===== src/rtl/traffic_fsm_if.sv =====
// Signal bundle between the input synchronizer / testbench (master) and traffic_fsm (slave).
// It carries the synchronized sensor, walk and reprogram inputs, the 1 Hz tick and the lamp/debug outputs.
interface traffic_fsm_if #(
  parameter int unsigned TW = 4
);
  logic          Sensor_Sync;
  logic          WR_Sync;
  logic          Prog_Sync;
  logic [1:0]    Time_Sel;
  logic [TW-1:0] Time_Value;
  logic          One_Hz_En;
  logic [2:0]    Main_Light;
  logic [2:0]    Side_Light;
  logic          Walk_Lamp;
  logic [2:0]    State_Out;

  modport master (
    output Sensor_Sync, WR_Sync, Prog_Sync, Time_Sel, Time_Value, One_Hz_En,
    input  Main_Light, Side_Light, Walk_Lamp, State_Out
  );

  modport slave (
    input  Sensor_Sync, WR_Sync, Prog_Sync, Time_Sel, Time_Value, One_Hz_En,
    output Main_Light, Side_Light, Walk_Lamp, State_Out
  );
endinterface


===== src/rtl/traffic_fsm.sv =====
// Main/side-street traffic-light sequencer with a pedestrian walk phase, tick-driven down-counter
// and three run-time reprogrammable intervals (base, extended, yellow).
//
// state  | meaning
// S_MG   | main green, side red (base interval)
// S_MG2  | main green extension (ext if side car seen at entry, else base)
// S_MY   | main yellow
// S_WALK | all red, walk lamp on (ext interval)
// S_SG   | side green (base interval)
// S_SG2  | side green extension (ext interval)
// S_SY   | side yellow
module traffic_fsm #(
  parameter int unsigned T_BASE = 6,
  parameter int unsigned T_EXT  = 3,
  parameter int unsigned T_YEL  = 2,
  parameter int unsigned TW     = 4
) (
  input logic         clk,
  input logic         Reset_n,
  traffic_fsm_if.slave bus
);

  typedef enum logic [2:0] {
    S_MG   = 3'd0,
    S_MG2  = 3'd1,
    S_MY   = 3'd2,
    S_WALK = 3'd3,
    S_SG   = 3'd4,
    S_SG2  = 3'd5,
    S_SY   = 3'd6
  } state_t;

  localparam logic [TW-1:0] DEF_B = TW'(T_BASE);
  localparam logic [TW-1:0] DEF_E = TW'(T_EXT);
  localparam logic [TW-1:0] DEF_Y = TW'(T_YEL);
  localparam logic [TW-1:0] ONE   = TW'(1);

  state_t        state_q, state_d;
  logic [TW-1:0] timer_q, timer_d;
  logic [TW-1:0] base_q, base_d;
  logic [TW-1:0] ext_q, ext_d;
  logic [TW-1:0] yel_q, yel_d;
  logic          walk_q, walk_d;

  logic [2:0]    main_light;
  logic [2:0]    side_light;
  logic          walk_lamp;

  always_ff @(posedge clk) begin
    if (!Reset_n) begin
      state_q <= S_MG;
      timer_q <= DEF_B - ONE;
      base_q  <= DEF_B;
      ext_q   <= DEF_E;
      yel_q   <= DEF_Y;
      walk_q  <= 1'b0;
    end else begin
      state_q <= state_d;
      timer_q <= timer_d;
      base_q  <= base_d;
      ext_q   <= ext_d;
      yel_q   <= yel_d;
      walk_q  <= walk_d;
    end
  end

  always_comb begin
    state_d = state_q;
    timer_d = timer_q;
    base_d  = base_q;
    ext_d   = ext_q;
    yel_d   = yel_q;
    walk_d  = bus.WR_Sync | walk_q;

    if (bus.Prog_Sync) begin
      // A zero value restores the register's default rather than programming a zero-length phase.
      case (bus.Time_Sel)
        2'd0:    base_d = (bus.Time_Value == '0) ? DEF_B : bus.Time_Value;
        2'd1:    ext_d  = (bus.Time_Value == '0) ? DEF_E : bus.Time_Value;
        2'd2:    yel_d  = (bus.Time_Value == '0) ? DEF_Y : bus.Time_Value;
        default: ;
      endcase
      state_d = S_MG;
      timer_d = base_d - ONE;
      walk_d  = 1'b0;
    end else begin
      case (state_q)
        S_MG, S_MG2, S_MY, S_WALK, S_SG, S_SG2, S_SY: begin
          if (bus.One_Hz_En) begin
            if (timer_q != '0) begin
              timer_d = timer_q - ONE;
            end else begin
              case (state_q)
                S_MG: begin
                  state_d = S_MG2;
                  timer_d = (bus.Sensor_Sync ? ext_q : base_q) - ONE;
                end
                S_MG2: begin
                  state_d = S_MY;
                  timer_d = yel_q - ONE;
                end
                S_MY: begin
                  if (walk_q) begin
                    state_d = S_WALK;
                    timer_d = ext_q - ONE;
                    // Only a request arriving in this entry cycle survives into the next round.
                    walk_d  = bus.WR_Sync;
                  end else begin
                    state_d = S_SG;
                    timer_d = base_q - ONE;
                  end
                end
                S_WALK: begin
                  state_d = S_SG;
                  timer_d = base_q - ONE;
                end
                S_SG: begin
                  if (bus.Sensor_Sync) begin
                    state_d = S_SG2;
                    timer_d = ext_q - ONE;
                  end else begin
                    state_d = S_SY;
                    timer_d = yel_q - ONE;
                  end
                end
                S_SG2: begin
                  state_d = S_SY;
                  timer_d = yel_q - ONE;
                end
                default: begin
                  state_d = S_MG;
                  timer_d = base_q - ONE;
                end
              endcase
            end
          end
        end
        default: begin
          state_d = S_MG;
          timer_d = base_q - ONE;
        end
      endcase
    end
  end

  always_comb begin
    main_light = 3'b100;
    side_light = 3'b100;
    walk_lamp  = 1'b0;
    case (state_q)
      S_MG, S_MG2: main_light = 3'b001;
      S_MY:        main_light = 3'b010;
      S_WALK:      walk_lamp  = 1'b1;
      S_SG, S_SG2: side_light = 3'b001;
      S_SY:        side_light = 3'b010;
      default:     ;
    endcase
  end

  assign bus.Main_Light = main_light;
  assign bus.Side_Light = side_light;
  assign bus.Walk_Lamp  = walk_lamp;
  assign bus.State_Out  = state_q;

endmodule


===== src/flat_wrapper.sv =====
// flat-port wrapper written by rule: the top's interface ports become plain ports
module traffic_fsm_flat 
#(
  parameter int unsigned T_BASE = 6,
  parameter int unsigned T_EXT  = 3,
  parameter int unsigned T_YEL  = 2,
  parameter int unsigned TW     = 4
)
  (clk, Reset_n, bus_Sensor_Sync, bus_WR_Sync, bus_Prog_Sync, bus_Time_Sel, bus_Time_Value, bus_One_Hz_En, bus_Main_Light, bus_Side_Light, bus_Walk_Lamp, bus_State_Out);
  traffic_fsm_if #(.TW(TW)) bus_i ();
  input logic clk;
  input logic Reset_n;
  input wire logic [$bits(bus_i.Sensor_Sync)-1:0] bus_Sensor_Sync;
  input wire logic [$bits(bus_i.WR_Sync)-1:0] bus_WR_Sync;
  input wire logic [$bits(bus_i.Prog_Sync)-1:0] bus_Prog_Sync;
  input wire logic [$bits(bus_i.Time_Sel)-1:0] bus_Time_Sel;
  input wire logic [$bits(bus_i.Time_Value)-1:0] bus_Time_Value;
  input wire logic [$bits(bus_i.One_Hz_En)-1:0] bus_One_Hz_En;
  output wire logic [$bits(bus_i.Main_Light)-1:0] bus_Main_Light;
  output wire logic [$bits(bus_i.Side_Light)-1:0] bus_Side_Light;
  output wire logic [$bits(bus_i.Walk_Lamp)-1:0] bus_Walk_Lamp;
  output wire logic [$bits(bus_i.State_Out)-1:0] bus_State_Out;
  assign bus_i.Sensor_Sync = bus_Sensor_Sync;
  assign bus_i.WR_Sync = bus_WR_Sync;
  assign bus_i.Prog_Sync = bus_Prog_Sync;
  assign bus_i.Time_Sel = bus_Time_Sel;
  assign bus_i.Time_Value = bus_Time_Value;
  assign bus_i.One_Hz_En = bus_One_Hz_En;
  assign bus_Main_Light = bus_i.Main_Light;
  assign bus_Side_Light = bus_i.Side_Light;
  assign bus_Walk_Lamp = bus_i.Walk_Lamp;
  assign bus_State_Out = bus_i.State_Out;
  traffic_fsm #(.T_BASE(T_BASE), .T_EXT(T_EXT), .T_YEL(T_YEL), .TW(TW)) u_core (.clk(clk), .Reset_n(Reset_n), .bus(bus_i));
endmodule

===== config.mk =====
export PLATFORM = sky130hd
export DESIGN_NAME = traffic_fsm_flat
export DESIGN_NICKNAME = d
export VERILOG_FILES = /design/src/rtl/traffic_fsm_if.sv /design/src/rtl/traffic_fsm.sv /design/src/flat_wrapper.sv
export SDC_FILE = /design/constraint.sdc
export NUM_CORES = 1
export LEC_CHECK = 0
export ABC_AREA = 1
export ABC_CLOCK_PERIOD_IN_PS = 1500
export CORE_MARGIN = 4
export CORE_UTILIZATION = 35
export CTS_BUF_LIST = sky130_fd_sc_hd__clkbuf_8 sky130_fd_sc_hd__clkbuf_16
export CTS_CLUSTER_DIAMETER = 100
export CTS_CLUSTER_SIZE = 16
export DETAILED_ROUTE_END_ITERATION = 12
export MAX_ROUTING_LAYER = met4
export PLACE_DENSITY = 0.69
export SLEW_MARGIN = 20
export SYNTH_ARGS = -nofsm -noshare
export SYNTH_HDL_FRONTEND = slang
export SYNTH_SLANG_ARGS = --single-unit

===== constraint.sdc =====
create_clock -name clk -period 1.5 [get_ports clk]
set_clock_uncertainty 0.2 [all_clocks]
set_input_delay 0.15 -clock clk [delete_from_list [all_inputs] [get_ports clk]]
set_output_delay 0.15 -clock clk [all_outputs]
set_load 0.01 [all_outputs]

==> results of run 1 <==
==> final timing paths <==
| kind | startpoint | end | slack [ps] | cells after the start |
|---|---|---|---|---|
| min reg2reg | u_core.yel_q[1]$_SDFFE_PN1P_ | u_core.yel_q[1]$_SDFFE_PN1P_ | 310 | 2 |
| max | u_core.bus.State_Out[1]$_SDFFE_PP0P_ | u_core.timer_q[0]$_SDFFE_PN1P_ | -160 | 11 |
| max reg2reg | u_core.bus.State_Out[1]$_SDFFE_PP0P_ | u_core.timer_q[0]$_SDFFE_PN1P_ | -160 | 11 |
| min | bus_Time_Sel[1] | u_core.ext_q[0]$_SDFFE_PN1P_ | 190 | 5 |
==> metrics by stage <==
step	setup slack (ps)	cell area (sq um)	hold WS [ps]
floorplan	-42.09	1619	67.43
global placement	-490.8	2232	287.3
detailed placement	-527.4	2232	285.1
CTS	-106.8	2489	286.4
global route	-267.3	2654	225.9
finish	-160.8	2654	191.0
==> worst reg2reg max path, cell delays in order (launching register included) <==
cell	delay, ps
dfxtp_4	440
inv_4	60
buf_4	130
a31oi_2	280
nand2_1	90
nand3b_1	100
nand2_1	60
nand2_1	60
nand2_1	50
nand2_1	60
nand2_1	50
nand2_1	40
==> per-layer routing <==
metal / part of all wire [%] / wire, um / GRT usage, % / vias up
met5: 0 / 0 / - / -
met4: 1.4 / 72 / 5.049 / 0
met3: 4.5 / 233 / 2.243 / 9
met2: 52 / 2664 / 31.54 / 46
met1: 43 / 2202 / 21.77 / 887
li1: - / - / - / 1003
==> placed cells by master (no fill, tap or decap), types with 2 or more instances in the layout <==
cell and instances:
a21oi_2 4, dfxtp_4 5, xor2_1 5, o21ai_1 4, clkdlybuf4s50_1 8, buf_4 60
nor2_4 7, nor2_1 9, nand3_2 5, nand3_1 13, inv_1 28, nand3b_1 2
clkbuf_2 4, a22oi_1 2, nand4_1 2, nand2_2 9, nand2_4 7, nor3_2 3
ha_1 3, dfxtp_1 12, clkbuf_8 4, ha_4 3, nor3_1 2, nand2_1 64
dlygate4sd2_1 2, dlymetal6s2s_1 2, buf_2 4, dfxtp_2 3, inv_4 6, o21ai_2 2
o211ai_1 2, buf_6 8, a21oi_1 15, o21ai_0 14, inv_2 9
==> flip-flops by register name, summed over array words and instances (netlist names) <==
| name | flops |
|---|---|
| u_core.base_q | 4 |
| u_core.bus.State_Out | 3 |
| u_core.ext_q | 4 |
| u_core.timer_q | 4 |
| u_core.walk_q | 1 |
| u_core.yel_q | 4 |
==> area by class of cell <==
class	instances	share of cell area, %
Tap cell	52	2.452
Clock buffer	4	2.074
Timing Repair Buffer	89	26.87
Multi-Input combinational cell	188	45.87
Sequential cell	20	15.94
Inverter	44	6.789
==> report_power, final <==
group	internal [W]	total, W	switching (W)
combinational	0.000208	0.000428	0.000220
clock	0.000234	0.000437	0.000202
sequential	0.000553	0.000579	0.0000257
total	0.000995	0.00144	0.000448
==> timing repair <==
item                                    4_1_cts  5_1_grt
setup buffers                                 9        7
endpoints found under the setup margin       18       15
pin swaps                                    21       21
resized for setup                            74       41
==> cells by family (layout without fill, tap and decap cells) <==
logic type               Yosys count  count (layout)  synth area share [%]
XOR/XNOR                           6               6                 3.276
buffers and inverters             49             137                 13.49
flip-flops                        20              20                 24.96
AO/OA/AOI/OAI                     49              49                 17.55
adder cells (fa/ha/maj)            6               6                 4.680
AND/OR/NAND/NOR                  127             127                 36.04
==> impl_metrics.tcl, run 1 <==
set metrics [dict create \
    htreeDepth 1 \
    finalSetupTns_ps -862.7 \
    ios 22 \
    syn_avg_cell_area_sq_um 6.241 \
    yosysWarnings 0 \
    synth-seq-cells 20 \
    dr.pass1.iters 4 \
    wl_mm 5.172 \
    die_w_um 75.70 \
    n_antenna_cell 0 \
    min_period_ps 1661 \
    crit_fanout 6 \
    synth_area_leaders "dfxtp_1 25%, nand2_1 18%, inv_1 8.4%, a21oi_1 5.6%, nand3_1 5.6%" \
    clk_transition_reported_paths_ps 90 \
    clk_latency_ps 270 \
    yosysTopAreaCell "dfxtp_1" \
    synth_cells 257 \
    tritoncts "done" \
    worst_slack_ps -160.8 \
    cp_slowest_cell "dfxtp_4" \
    path_buf_inv 2 \
    seq_area_frac_synth_pct 24.96 \
    min_period_over_period_pct 110.7 \
    fin_cells 397 \
    fin_util_pct 60.53 \
    postRouteAntennaNets 0 \
    wire_per_inst_um 13.03 \
    final_max_slew_viol_count 0 \
    drv_cap 0 \
    cts_sinks 20 \
    vdd_drop_max_mv 0.2972 \
    gr-total-overflow 0 \
    routabilityCongestion 0.9239 \
    timing.critical_path.mode_cell "nand2_1" \
    p_leak_nw 1.359 \
    synth.cell_area_sq_mm 0.001604 \
    root_buffer "clkbuf_8" \
    vias 1945 \
    place_inst 377 \
    slew_headroom_pct 74.65 \
    routed_via_density 4.899 \
    dp_hpwl_mm 3.537 \
    route.detailed.drc 0 \
    postSynth.asyncResetShare_pct 0 \
    num-fill-cells 371 \
    cp_top_family "simple AND/OR/NAND/NOR gates" \
    synth_top_area_share_pct 24.96 \
    multiInputGateArea_sq_mm 0.001217 \
    track_usage_pct 18.07 \
    drive_gt1_share_pct 44.06 \
    start_util_pct 36.59 \
    setup_viol 8 \
    path_cells "inv_4 -> buf_4 -> a31oi_2 -> nand2_1 -> nand3b_1 -> nand2_1 -> nand2_1 -> nand2_1 -> nand2_1 -> nand2_1 -> nand2_1" \
    rows 24 \
    synth_cell_types 36 \
    antenna_found_initial 0 \
    syn_nets 275 \
    hp-class "primary input to flop" \
    cts-buffers-inserted 3 \
    violations "negative setup slack" \
    hold_buffers 0 \
    max_stage_delay_ps 440 \
    total_power_w 0.001444 \
    io_buffers 21 \
    core_sq_mm 0.004384 \
    finalHoldViolCount 0 \
    synth-edff-count 0 \
    critPathArrivalTime_ps 1680 \
    die_y_um 75.70 \
    grt_pass1_wl_mm 7.700 \
    rsz0062_at_grt "yes" \
    drt_iter0_drc 124 \
    clockBufferDepth 2 \
    p_per_area_mw_per_mm2 544.0 \
    fmax_mhz 602.1 \
    grt_pass1_vias 1730 \
    grt_start_max_net_pins 14 \
    die_area_sq_mm 0.005730 \
    start_kind "flop" \
    yosys-top-cells-count "77 x nand2_1, 36 x inv_1, 20 x dfxtp_1" \
    seqCellArea_sq_um 422.9 \
    worst_pin_slew_ps 377.2 \
    area_growth_pct 65.44 \
    synth_ff_type "dfxtp_1" \
    required_ps 1520 \
    endpoint_kind "flop" \
    status "complete, but fails checks" \
    layout.nets 364 \
    critPathKind "flop to flop" \
    synth_most_common_cell "nand2_1" \
]
Power figures use the tool's default switching activity.
==> inputs of run 2 (changes only) <==
--- a/config.mk
+++ b/config.mk
@@ -14,4 +14,5 @@
 export CTS_CLUSTER_SIZE = 16
 export DETAILED_ROUTE_END_ITERATION = 12
+export HOLD_SLACK_MARGIN = 0.05
 export MAX_ROUTING_LAYER = met4
 export PLACE_DENSITY = 0.69
==> constraint.sdc (replaced) <==
create_clock -name clk -period 1.5 [get_ports clk]
set_clock_uncertainty 0.2 [all_clocks]
set_input_delay 0.15 -clock clk [delete_from_list [all_inputs] [get_ports clk]]
set_output_delay 0.15 -clock clk [all_outputs]
set_load 0.05 [all_outputs]
==> run 2 against run 1 <==
Against the previous run:
- the run still ends with negative setup slack left
- hold slack better by 91 ps
- via count fell by 3.4%
- first-iteration DRC count up 23%
- routed wire length shrank 11%
- worst setup slack better by 65 ps
- non-clock buffer count is 8 lower
- clock-buffer cell count stayed put
- clock power down 2%
==> impl_metrics.tcl, run 2 (synthesis gave the netlist of run 1 again) <==
set metrics [dict create \
    drt_iter0_drc 152 \
    grt_pass1_vias 1717 \
    fin_area_sq_mm 0.002714 \
    antenna_found_initial 0 \
    setup_viol 11 \
    seqCellArea_sq_um 419.2 \
    critPathArrivalTime_ps 1560 \
    worst_slack_ps -96.00 \
    dpl_cell_area_sq_mm 0.002381 \
    cts-buffers-inserted 3 \
    critPathKind "flop to flop" \
    drv_cap 0 \
    die_y_um 75.70 \
    reg2reg_slack_ps -100 \
    n_antenna_cell 0 \
    io_buffers 21 \
    min_period_over_period_pct 106.4 \
    slew_headroom_pct 79.75 \
    ff2ff_path_depth 12 \
    track_usage_pct 16.75 \
    grt_start_max_net_pins 14 \
    rows 24 \
    wire_per_inst_um 11.79 \
    routabilityCongestion 0.9035 \
    final_common_cell "nand2_1" \
    vdd_drop_max_mv 0.3116 \
    endpoint_kind "flop" \
    die_w_um 75.70 \
    violations "negative setup slack" \
    tritoncts "done" \
    die_area_sq_mm 0.005730 \
    clockBufferDepth 2 \
    crit_path_end "u_core.timer_q[2]$_SDFFE_PN1P_" \
    cts_sinks 20 \
    final_max_slew_viol_count 0 \
    multiInputGateArea_sq_mm 0.001202 \
    wl_mm 4.585 \
    hold_ws_ps 282.2 \
    routed_via_density 4.828 \
    wirelength_met1_mm 2.083 \
    route.met2.wl_mm 2.215 \
    p_leak_nw 1.321 \
    grt_pass1_wl_mm 7.279 \
    rr_startpoint "u_core.base_q[0]$_SDFFE_PN0P_" \
    postRouteAntennaNets 0 \
    p_per_area_mw_per_mm2 527.7 \
    crit_fanout 3 \
    hp-start "bus_WR_Sync" \
    clk_latency_ps 260 \
    hp-class "primary input to flop" \
    drive_gt1_share_pct 42.73 \
    dr.pass1.iters 4 \
    ios 22 \
    root_buffer "clkbuf_8" \
    start_kind "flop" \
    worstReg2RegEnd "u_core.timer_q[2]$_SDFFE_PN1P_" \
    gr-total-overflow 0 \
    rsz0062_at_grt "yes" \
    finalHoldViolCount 0 \
    vias 1878 \
    required_ps 1470 \
    status "complete, but fails checks" \
    core_sq_mm 0.004384 \
    min_period_ps 1596 \
    worst_pin_slew_ps 300.9 \
    final_cell_mix "63 x nand2_1, 51 x buf_4, 28 x inv_1" \
    htreeDepth 1 \
    clk_transition_reported_paths_ps 80 \
    dr_wl_met3_um 156 \
    start_util_pct 36.59 \
    area_growth_pct 69.19 \
    top_layer_used "met4" \
    num-fill-cells 350 \
    hold_buffers 0 \
    dp_hpwl_mm 3.453 \
    route.detailed.drc 0 \
    layout.nets 356 \
    fmax_mhz 626.6 \
    cp-startpoint "u_core.base_q[0]$_SDFFE_PN0P_" \
]
[run 2: cell count changes in the layout (fill, tap and decap cells not counted), moves of 2 or more]
cell,previous run,this run
a21oi_2,4,2
dlymetal6s2s_1,2,0
buf_12,0,10
a21oi_1,15,17
buf_2,4,0
nor3_2,3,1
nand2_2,9,11
buf_4,60,51
clkbuf_2,4,1
[run 2: what timing repair did]
action,in CTS,in global routing
endpoints found under the hold margin,0,0
resized for setup,29,47
gates cloned,0,0
endpoints found under the setup margin,14,14
setup buffers,4,5
pin swaps,15,21
[run 2: critical path: stages (launching register included)]
cell and delay (ps):
dfxtp_2 360, inv_4 50, nor2_4 100, nor2_4 60, ha_4 150, inv_1 40
nand2_1 40, nand3_1 80, nand3_1 70, o211ai_1 160, nand2_1 70, nand2_1 70
nand2_1 40
[run 2: metal layers]
layer,vias to the layer above,global-route usage (%)
li1,986,-
met1,838,21.30
met2,42,27.42
met3,12,1.451
met4,0,6.602
met5,-,-
[run 2: where the power goes]
| group | internal (W) | leakage, nW | switching [W] |
|---|---|---|---|
| registers | 0.000554 | 0.166 | 0.0000241 |
| clock network | 0.000234 | 0.0288 | 0.000194 |
| logic | 0.000209 | 1.13 | 0.000218 |
[run 2: final cells by class]
cell class / instances / share of cell area [%]
Clock buffer: 4 / 2.029
Inverter: 44 / 6.823
Timing Repair Buffer: 81 / 29.00
Multi-Input combinational cell: 188 / 44.31
Sequential cell: 20 / 15.44
Tap cell: 52 / 2.397
[run 2: how the worst min path moves through the flow]
| stage | to | slack [ps] | cells after the start |
|---|---|---|---|
| 2_1_floorplan | u_core.walk_q$_SDFF_PP0_ | 70 | 2 |
| 3_3_place_gp | u_core.yel_q[1]$_SDFFE_PN1P_ | 290 | 2 |
| 3_5_place_dp | u_core.yel_q[1]$_SDFFE_PN1P_ | 290 | 2 |
| 4_1_cts | u_core.walk_q$_SDFF_PP0_ | 290 | 3 |
| 5_1_grt | u_core.walk_q$_SDFF_PP0_ | 290 | 3 |
| 6_report | u_core.walk_q$_SDFF_PP0_ | 280 | 3 |
[run 2: stage by stage]
| stage | TNS, ps | worst slack, ps | cells | utilization (%) | total power, W |
|---|---|---|---|---|---|
| 2_1_floorplan | -1905 | -384.1 | 257 | - | 0.0007919 |
| 3_3_place_gp | -2935 | -492.2 | 378 | 54.31 | 0.0009439 |
| 3_5_place_dp | -3294 | -550.5 | 378 | 54.31 | 0.0009500 |
| 4_1_cts | -487.6 | -125.2 | 386 | 58.13 | 0.001378 |
| 5_1_grt | -1517 | -243.1 | 389 | 61.90 | 0.001504 |
| 6_report | -527.1 | -96.00 | 389 | 61.90 | 0.001432 |
==> inputs of run 3 (changes only) <==
Settings changed: TNS_END_PERCENT set to 30.
==> run 3 against run 2 <==
Against the previous run:
- the flow still finishes with violations (negative setup slack)
- routed wire length grew 7.2%
- power is 1.6% lower
- sequential share of layout area is 0.36 points higher
- non-clock buffer count increased by 1
- via count is 2.6% higher
- final cell count is 0.26% higher
- first-iteration DRC count decreased by 20%
- clock-buffer cell count did not move
- global-route usage up 1.2 points
- combinational power shrank 4%
- critical path type is now flop to output port
- largest cell class unchanged
==> impl_metrics.tcl, run 3 (synthesis gave the netlist of run 1 again) <==
set metrics [dict create \
    max_stage_delay_ps 400 \
    hp-start "bus_WR_Sync" \
    cts_sinks 20 \
    finalHoldViolCount 0 \
    rr_startpoint "u_core.ext_q[0]$_SDFFE_PN1P_" \
    dr.pass1.iters 4 \
    critPathKind "flop to output port" \
    clockBufferDepth 2 \
    gr-total-overflow 0 \
    start_kind "flop" \
    vias 1926 \
    path_cells "buf_4 -> nand2_2 -> buf_6 -> nor2_4 -> buf_12" \
    place_inst 378 \
    grt_pass1_vias 1791 \
    vdd_drop_max_mv 0.2841 \
    dpl_cell_area_sq_mm 0.002376 \
    ios 22 \
    die_w_um 75.70 \
    endpoint_kind "output port" \
    finalSetupTns_ps -849.5 \
    p_leak_nw 1.302 \
    grt_pass1_wl_mm 7.714 \
    swShare_pct 29.96 \
    routabilityCongestion 0.8880 \
    fin_cells 390 \
    start_util_pct 36.59 \
    wl_mm 4.917 \
    cts-buffers-inserted 3 \
    p_sw_w 0.0004222 \
    clk_transition_reported_paths_ps 80 \
    combPwrFrac_pct 28.9 \
    final_common_cell "nand2_1" \
    dp_hpwl_mm 3.637 \
    antenna_found_initial 0 \
    rsz0062_at_grt "yes" \
    drive_gt1_share_pct 40.24 \
    min_period_over_period_pct 108.2 \
    die_y_um 75.70 \
    die_area_sq_mm 0.005730 \
    setup_viol 10 \
    postRouteAntennaNets 0 \
    crit_fanout 5 \
    area_growth_pct 63.88 \
    worst_pin_slew_ps 277.9 \
    hold_ws_ps 276.8 \
    seqPwrFrac_pct 41.0 \
    core_sq_mm 0.004384 \
    status "complete, but fails checks" \
    drv_cap 0 \
    final_max_slew_viol_count 0 \
    min_period_ps 1623 \
    routed_via_density 4.938 \
    p_int_w 0.0009868 \
    fin_area_sq_mm 0.002629 \
    fin_util_pct 59.96 \
    final_cell_mix "67 x nand2_1, 57 x buf_4, 29 x inv_1" \
    wire_per_inst_um 12.61 \
    num-fill-cells 390 \
    htreeDepth 1 \
    track_usage_pct 17.98 \
    violations "negative setup slack" \
    root_buffer "clkbuf_8" \
    worst_slack_ps -123.0 \
    fmax_mhz 616.2 \
    rows 24 \
    hp-class "primary input to flop" \
    clock_power_share_pct 30.1 \
    io_buffers 21 \
    drt_iter0_drc 122 \
    n_antenna_cell 0 \
    slew_headroom_pct 81.41 \
    clk_latency_ps 260 \
    p_per_area_mw_per_mm2 536.0 \
    layout.nets 357 \
    cp_slowest_cell "dfxtp_4" \
    critPathArrivalTime_ps 1270 \
    route.detailed.drc 0 \
    required_ps 1150 \
    hold_buffers 0 \
    tritoncts "done" \
    grt_start_max_net_pins 14 \
    cp-startpoint "u_core.bus.State_Out[0]$_SDFFE_PP0P_" \
]
-- run 3: stage by stage --
stage          total power [W]  setup slack [ps]
2_1_floorplan        0.0007919            -391.6
6_report              0.001409            -123.0
3_3_place_gp         0.0009430            -471.8
4_1_cts               0.001394            -89.57
3_5_place_dp         0.0009502            -532.3
5_1_grt               0.001488            -233.0
-- run 3: power by group through the flow --
stage | logic, W | clock network, W | registers [W]
floorplan | 0.000209 | 0 | 0.000583
global route | 0.000453 | 0.000455 | 0.000580
finish | 0.000408 | 0.000424 | 0.000577
global placement | 0.000357 | 0 | 0.000586
CTS | 0.000389 | 0.000429 | 0.000576
detailed placement | 0.000364 | 0 | 0.000587
-- run 3: area by class of cell --
type	count	area [sq um]	share of cell area, %
Multi-Input combinational cell	188	1139	43.31
Timing Repair Buffer	82	779.5	29.65
Sequential cell	20	415.4	15.80
Inverter	44	175.2	6.663
Tap cell	52	65.06	2.475
Clock buffer	4	55.05	2.094
-- run 3: final timing paths --
| path | endpoint | slack [ps] | depth (start not counted) |
|---|---|---|---|
| setup / recovery | bus_Walk_Lamp | -120 | 5 |
| hold / removal | u_core.walk_q$_SDFF_PP0_ | 280 | 3 |
| setup reg to reg | u_core.timer_q[2]$_SDFFE_PN1P_ | -120 | 11 |
| hold reg to reg | u_core.yel_q[1]$_SDFFE_PN1P_ | 310 | 2 |
-- run 3: what timing repair did --
item                                    CTS  global route
resized for setup                        28            22
pin swaps                                13             9
buffers inserted                          3             5
endpoints found under the setup margin   15            14
-- run 3: metal layers --
layer | GRT usage (%) | part of all wire [%]
met4 | 6.019 | 2.2
met5 | - | 0
met2 | 32.12 | 52
met1 | 20.96 | 42
met3 | 1.715 | 3.4
-- run 3: critical path, delay by kind of cell (launching register included) --
family	cells	cell delay, ps
and+or+nand+nor	2	190
DFF	1	400
buffers and inverters	3	410
